===== src/rtl/dadda_mac_acc.sv =====
// dadda_mac_acc: multiply-accumulate back end for the 8x8 Dadda multiplier.
// Sums the vector of unsigned products arriving on `op` (closed by `in_last`,
// or cut short after MAX_TERMS products) into an ACC_W-bit accumulator. The
// result is then held for a valid/ready handshake.
//
// Ports:
//   clk        single clock, rising edge
//   rst        synchronous active-high reset, highest priority
//   clr        synchronous abort: drops partial sum or pending result
//   in_valid   op/in_last valid this cycle
//   in_ready   block accepts a beat this cycle (combinational)
//   op         OP_W-bit unsigned product
//   in_last    marks the final product of a vector
//   out_valid  result available
//   out_ready  downstream takes the result
//   acc        accumulated sum of the vector (modulo 2^ACC_W)
//   out_cnt    number of products in the vector
//   ovf        sticky carry out of bit ACC_W-1 during the vector
//   trunc      vector ended by MAX_TERMS rather than in_last
//
// Handshake: a beat transfers on any cycle where in_valid && in_ready. A
// result transfers on any cycle where out_valid && out_ready. While out_valid
// is high and out_ready is low, acc/out_cnt/ovf/trunc hold steady. in_ready is
// low in HOLD, so no beat is accepted until the cycle after the result leaves.
module dadda_mac_acc #(
    parameter int OP_W      = 16,
    parameter int ACC_W     = 24,
    parameter int MAX_TERMS = 256,
    parameter int CNT_W     = 9
) (
    input  logic             clk,
    input  logic             rst,
    input  logic             clr,
    input  logic             in_valid,
    output logic             in_ready,
    input  logic [OP_W-1:0]  op,
    input  logic             in_last,
    output logic             out_valid,
    input  logic             out_ready,
    output logic [ACC_W-1:0] acc,
    output logic [CNT_W-1:0] out_cnt,
    output logic             ovf,
    output logic             trunc
);

    typedef enum logic [1:0] {
        IDLE  = 2'd0,
        ACCUM = 2'd1,
        HOLD  = 2'd2
    } state_t;

    localparam logic [CNT_W-1:0] MAX_C = CNT_W'(MAX_TERMS);
    localparam logic [CNT_W-1:0] ONE_C = CNT_W'(1);

    state_t             state;
    logic [ACC_W-1:0]   sum;
    logic [CNT_W-1:0]   cnt;
    logic               ovf_r;
    logic               trunc_r;
    logic               valid_r;

    logic               beat;
    logic [ACC_W-1:0]   op_ext;
    logic [ACC_W:0]     sum_next;   // extra MSB captures the carry out
    logic [CNT_W-1:0]   cnt_inc;

    // in_ready is forced low while rst is high.
    assign in_ready = !rst && (state != HOLD);
    assign beat     = in_valid && in_ready;
    assign op_ext   = ACC_W'(op);
    assign sum_next = {1'b0, sum} + {1'b0, op_ext};
    assign cnt_inc  = cnt + ONE_C;

    always_ff @(posedge clk) begin
        if (rst || clr) begin
            state   <= IDLE;
            sum     <= '0;
            cnt     <= '0;
            ovf_r   <= 1'b0;
            trunc_r <= 1'b0;
            valid_r <= 1'b0;
        end else begin
            case (state)
                IDLE: begin
                    if (beat) begin
                        sum     <= op_ext;
                        cnt     <= ONE_C;
                        ovf_r   <= 1'b0;
                        trunc_r <= 1'b0;
                        if (in_last || (MAX_TERMS == 1)) begin
                            state   <= HOLD;
                            valid_r <= 1'b1;
                            trunc_r <= !in_last;
                        end else begin
                            state <= ACCUM;
                        end
                    end
                end
                ACCUM: begin
                    if (beat) begin
                        sum <= sum_next[ACC_W-1:0];
                        cnt <= cnt_inc;
                        if (sum_next[ACC_W]) begin
                            ovf_r <= 1'b1;
                        end
                        if (in_last || (cnt_inc == MAX_C)) begin
                            state   <= HOLD;
                            valid_r <= 1'b1;
                            trunc_r <= !in_last;
                        end
                    end
                end
                HOLD: begin
                    if (out_ready) begin
                        state   <= IDLE;
                        valid_r <= 1'b0;
                        sum     <= '0;
                        cnt     <= '0;
                        ovf_r   <= 1'b0;
                        trunc_r <= 1'b0;
                    end
                end
                default: begin
                    state   <= IDLE;
                    valid_r <= 1'b0;
                end
            endcase
        end
    end

    assign out_valid = valid_r;
    assign acc       = sum;
    assign out_cnt   = cnt;
    assign ovf       = ovf_r;
    assign trunc     = trunc_r;

endmodule


===== config.mk =====
export PLATFORM = sky130hd
export DESIGN_NAME = dadda_mac_acc
export DESIGN_NICKNAME = d
export VERILOG_FILES = /design/src/rtl/dadda_mac_acc.sv
export SDC_FILE = /design/constraint.sdc
export NUM_CORES = 1
export LEC_CHECK = 0
export CAP_MARGIN = 15
export CORE_MARGIN = 8
export CORE_UTILIZATION = 56
export CTS_CLUSTER_DIAMETER = 100
export DETAILED_ROUTE_END_ITERATION = 8
export DONT_BUFFER_PORTS = 1
export PLACE_DENSITY_LB_ADDON = 0.25
export SLEW_MARGIN = 20
export SYNTH_ARGS = -nofsm -noshare
export SYNTH_HDL_FRONTEND = slang
export SYNTH_SLANG_ARGS = --single-unit

===== constraint.sdc =====
create_clock -name clk -period 3.15 [get_ports clk]
set_clock_uncertainty 0.15 [all_clocks]
set_input_delay 0.315 -clock clk [delete_from_list [all_inputs] [get_ports clk]]
set_output_delay 0.315 -clock clk [all_outputs]
set_load 0.05 [all_outputs]

==> results of run 1 <==
-- power breakdown --
part	switching [mW]	internal (mW)
registers	0.0101	0.494
logic	0.204	0.106
clock network	0.183	0.177
total	0.397	0.776
-- critical path, cell delays in order (launching register included) --
cell and delay (ns):
dfxtp_1 0.33, ha_1 0.16, inv_1 0.06, fa_1 0.37, nand2b_1 0.19, a21oi_1 0.30, nor2_1 0.12, o21ai_2 0.26
a32oi_2 0.21, or3_1 0.38, a21oi_1 0.14
-- routing by layer --
layer	share of wire (%)	routed length, um	up-vias	global-route usage [%]
met4	0.41	29	0	4.53
li1	-	-	1259	-
met2	46	3270	72	34.0
met5	0	0	-	0
met3	9.7	682	2	8.40
met1	43	3060	1198	23.5
-- registers in the layout (all words and copies together) (netlist names) --
register and count:
acc 24, out_cnt 9, state 2, out_valid 1, ovf 1, trunc 1
-- area by class of cell --
cell class                 instances  area [um^2]  share of cell area [%]
clock inverter                     1         5.00                   0.171
multi-input combinational        272         1800                    61.4
timing repair buffer              24          180                    6.15
tap                               54         67.6                    2.31
inverter                           8         30.0                    1.03
sequential                        38          761                    26.0
clock buffer                       7         86.3                    2.95
-- per-stage QoR --
| step | worst slack, ns | util, % | hold WS, ns | area, um^2 | total power, mW |
|---|---|---|---|---|---|
| final | 0.411 | 62.8 | 0.0322 | 2930 | 1.17 |
| after global routing | 0.196 | 62.8 | 0.0463 | 2930 | 1.23 |
| after CTS | 0.403 | 62.8 | 0.0267 | 2930 | 1.18 |
| after detailed placement | 0.427 | 60.9 | 0.346 | 2840 | 0.822 |
| after global placement | 0.523 | 60.9 | 0.336 | 2840 | 0.816 |
| after floorplan | 0.287 | - | 0.324 | 2660 | 0.751 |
-- worst paths after layout --
check	from	to	slack, ns	cells past startpoint
worst max-delay path	acc[0]$_SDFFE_PP0P_	acc[18]$_SDFFE_PP0P_	0.41	10
worst min-delay path	op[2]	acc[2]$_SDFFE_PP0P_	0.03	2
worst max register to register	acc[0]$_SDFFE_PP0P_	acc[18]$_SDFFE_PP0P_	0.41	10
worst min register to register	state[1]$_SDFFE_PP0P_	state[1]$_SDFFE_PP0P_	0.40	2
-- cell families (layout without fill, tap and decap cells) --
group	count (synthesis)	after routing	synth area share, %
buf+inv	24	40	3.68
xor+xnor	17	17	5.61
mux	1	1	0.377
simple gates	124	124	23.3
flops	38	38	28.7
compound gates	108	108	27.7
fa+ha+maj	22	22	10.7
-- cells in the final DEF (no fill, tap or decap), types with 3 or more instances in the layout --
master / count
a21oi_1: 29
nor2_1: 37
buf_4: 24
inv_1: 8
o21ai_1: 7
xor2_1: 8
a221oi_1: 6
nand2b_1: 5
nand2_1: 24
nand3_1: 15
ha_1: 21
a21boi_1: 5
a21o_1: 8
clkbuf_8: 6
o21ai_0: 17
a31oi_1: 8
or3_1: 7
nor3_1: 6
nor3b_1: 3
and3_1: 9
nand4_1: 4
dfxtp_1: 38
a211oi_1: 3
a311oi_1: 4
xnor2_1: 9
==> results.toml, run 1 <==
[die]
fp.dieH_um = 84.9
start_util_pct = 57.0
placementRows = 25
dieWidth_um = 84.9
die_area_um2 = 7200
io_pins = 59
core_um2 = 4660

[worst_setup_path]
required_ns = 3.22
endpoint_kind = "flop"
path_class = "flop to flop"
arrival_ns = 2.81
path_max_fanout = 7
critPathLaunchType = "flop"

[clock_tree]
cts_hold_buf = 0
cts_tree = "yes"
clock_latency_ns = 0.29
clk_pin_slew_ns = 0.08
cts-resized-gates = 0
h-tree-depth = 2
numCtsBuffers = 5
cts_setup_buffers = 0
clockBufferDepth = 2
clock_sinks = 38
cts-root-buf = "clkbuf_8"

[synth]
synth.net_count = 378
ys_types = 55
synth_flop_cell = "dfxtp_1"
netlist_area_um2 = 2660
yosys_warnings = 0
yosys-top-cells-count = "dfxtp_1, nor2_1, a21oi_1, nand2_1, ha_1"
synth_cells = 334
ys_ff_latch = 38
synth_top_area_share_pct = 28.7
async_flop_share_pct = 0
syn_area_per_cell_um2 = 7.95
yosys.area.top_type = "dfxtp_1"
synthTopCellsByArea = "dfxtp_1, ha_1, a21oi_1"
yosysSeqAreaShare_pct = 28.7
synth_edf_count = 0

[global_route]
grt_max_degree = 21
globalRouteOverflowTotal = 0
grt_pass1_vias = 2501
grt_pass1_wl_um = 12100
grt_use_total_pct = 20.3
antenna_found_initial = 0

[timing]
worst_slew_pin_slew_ns = 0.744
timing.fmax_ghz = 0.365
final-hold-violation-count = 0
max_slew_margin_pct = 50.0
period_share_pct = 86.9
fin_crit_ns = 2.74
final-setup-viol-count = 0
drv_slew = 0
rsz0062_at_grt = "no"
fin_tns_setup_ns = 0

[layout]
antennaDiodeCount = 0
layout.nets = 393
drive_above_1_share_pct = 12.0
fin_cells = 404
syn_to_final_growth_pct = 10.3
fill_cells = 438

[placement]
dp_cells = 396
io_buffers = 0
hpwl_um = 5200
routabilityCongestion = 0.892

[run_status]
status = "finished clean"

[routing]
drtAntennaViolNets = 0
num_vias = 2531
viasPerCell = 6.26
avgRoutedWirePerCell_um = 17.4
drc_errors = 0
first_pass_iters = 4
wl_um = 7040
drtIter0Drc = 174

[power_and_ir_drop]
leakagePower_nw = 1.21
p_per_area_nw_per_um2 = 401
peakVddDrop_uv = 216

[hold_path]
hold_class = "primary input to flop"

[run]
maxCapViolations = 0
No activity file was read; power rests on OpenSTA's default activity.
==> inputs of run 2 (changes only) <==
--- a/config.mk
+++ b/config.mk
@@ -6,7 +6,7 @@
 export NUM_CORES = 1
 export LEC_CHECK = 0
 export CAP_MARGIN = 15
-export CORE_MARGIN = 8
+export CORE_MARGIN = 10
 export CORE_UTILIZATION = 56
 export CTS_CLUSTER_DIAMETER = 100
 export DETAILED_ROUTE_END_ITERATION = 8
==> run 2 against run 1 <==
Against the previous run: highest routed layer unchanged; largest power group unchanged; critical path depth did not move; final cell count fell by 0.50%; via count rose by 0.24%; combinational power barely moved; core utilization rose by 2.6 points; sequential share of layout area barely moved; design area barely moved; sequential power barely moved; first-iteration DRC count fell by 0.57%; non-clock buffer count did not move.
==> results.toml, run 2 (same netlist as run 1, synthesis figures left out) <==
[worst_setup_path]
path_class = "flop to flop"
required_ns = 3.22
path_max_fanout = 7
endpoint_kind = "flop"
arrival_ns = 2.82
critPathLaunchType = "flop"

[power_and_ir_drop]
leakagePower_nw = 1.21
p_per_area_nw_per_um2 = 398
peakVddDrop_uv = 242

[routing]
num_vias = 2537
drtIter0Drc = 173
wl_um = 7130
viasPerCell = 6.31
drc_errors = 0
avgRoutedWirePerCell_um = 17.7
drtAntennaViolNets = 0
first_pass_iters = 7

[die]
dieWidth_um = 88.9
start_util_pct = 59.3
die_area_um2 = 7900
io_pins = 59
placementRows = 24
fp.dieH_um = 88.9
core_um2 = 4470

[clock_tree]
cts-resized-gates = 0
clk_pin_slew_ns = 0.07
numCtsBuffers = 5
clockBufferDepth = 2
cts_setup_buffers = 0
cts_tree = "yes"
clock_latency_ns = 0.29
cts-root-buf = "clkbuf_8"
h-tree-depth = 2
clock_sinks = 38
cts_hold_buf = 0

[global_route]
grt_max_degree = 33
globalRouteOverflowTotal = 0
grt_use_total_pct = 18.3
grt_pass1_wl_um = 11600
antenna_found_initial = 0
grt_pass1_vias = 2466

[timing]
drv_slew = 0
final-hold-violation-count = 0
fin_crit_ns = 2.75
max_slew_margin_pct = 54.7
rsz0062_at_grt = "no"
fin_tns_setup_ns = 0
period_share_pct = 87.4
final-setup-viol-count = 0
timing.fmax_ghz = 0.363
worst_slew_pin_slew_ns = 0.675

[layout]
final_common_cell = "dfxtp_1"
syn_to_final_growth_pct = 10.2
drive_above_1_share_pct = 12.0
fill_cells = 399
layout_common_cells = "dfxtp_1, nor2_1, a21oi_1"
largest_register_ffs = 24
final_util_pct = 65.4
antennaDiodeCount = 0
layout.nets = 393

[placement]
io_buffers = 0
routabilityCongestion = 0.905
hpwl_um = 5270

[run_status]
status = "finished clean"

[run]
maxCapViolations = 0

[hold_path]
hold_class = "primary input to flop"
## run 2: cell counts in the layout (fill, tap and decap cells not counted)
No cell type changed its count.
## run 2: per-stage QoR
step                hold slack, ns  cell area [um^2]  worst slack, ns  power, mW  std cells
CTS                         0.0238              2930            0.412       1.17        402
detailed placement           0.339              2840            0.438      0.820        394
finish                      0.0283              2930            0.397       1.16        402
global route                0.0331              2930            0.230       1.23        402
global placement             0.334              2840            0.530      0.815        394
floorplan                    0.324              2660            0.287      0.751        334
## run 2: routing by layer
layer	GRT usage, %	wire (um)
met2	29.7	3240
met5	0	0
met4	5.73	51
met1	21.5	3020
met3	7.81	827
## run 2: layout make-up
cell class / instances / area [um^2] / share of cell area, %
Clock buffer: 7 / 86.3 / 2.95
Clock inverter: 1 / 5.00 / 0.171
Inverter: 8 / 30.0 / 1.03
Multi-Input combinational cell: 272 / 1800 / 61.5
Sequential cell: 38 / 761 / 26.0
Tap cell: 52 / 65.1 / 2.22
Timing Repair Buffer: 24 / 180 / 6.16
## run 2: final timing paths
path | endpoint | cells past startpoint | start | slack (ns)
setup / recovery | acc[18]$_SDFFE_PP0P_ | 10 | acc[0]$_SDFFE_PP0P_ | 0.40
hold / removal | acc[0]$_SDFFE_PP0P_ | 2 | op[0] | 0.03
setup reg to reg | acc[18]$_SDFFE_PP0P_ | 10 | acc[0]$_SDFFE_PP0P_ | 0.40
hold reg to reg | state[1]$_SDFFE_PP0P_ | 2 | state[1]$_SDFFE_PP0P_ | 0.41
## run 2: power by group
group          internal [mW]  leakage, nW  switching [mW]
clock network          0.177       0.0482           0.175
logic                  0.104        0.856           0.206
registers              0.494        0.308         0.00968
total                  0.774         1.21           0.391
## run 2: worst max-delay path: stages (launching register included)
cell	delay, ns
dfxtp_1	0.34
ha_1	0.17
inv_1	0.05
fa_1	0.37
nand2b_1	0.19
a21oi_1	0.32
nor2_1	0.12
o21ai_2	0.24
a32oi_2	0.20
or3_1	0.39
a21oi_1	0.15
==> inputs of run 3 (changes only) <==
--- a/config.mk
+++ b/config.mk
@@ -12,7 +12,6 @@
 export DETAILED_ROUTE_END_ITERATION = 8
 export DONT_BUFFER_PORTS = 1
 export PLACE_DENSITY_LB_ADDON = 0.25
-export SLEW_MARGIN = 20
 export SYNTH_ARGS = -nofsm -noshare
 export SYNTH_HDL_FRONTEND = slang
 export SYNTH_SLANG_ARGS = --single-unit
==> results of run 3 <==
No change in the layout: final DEF, timing and power equal those of run 2.
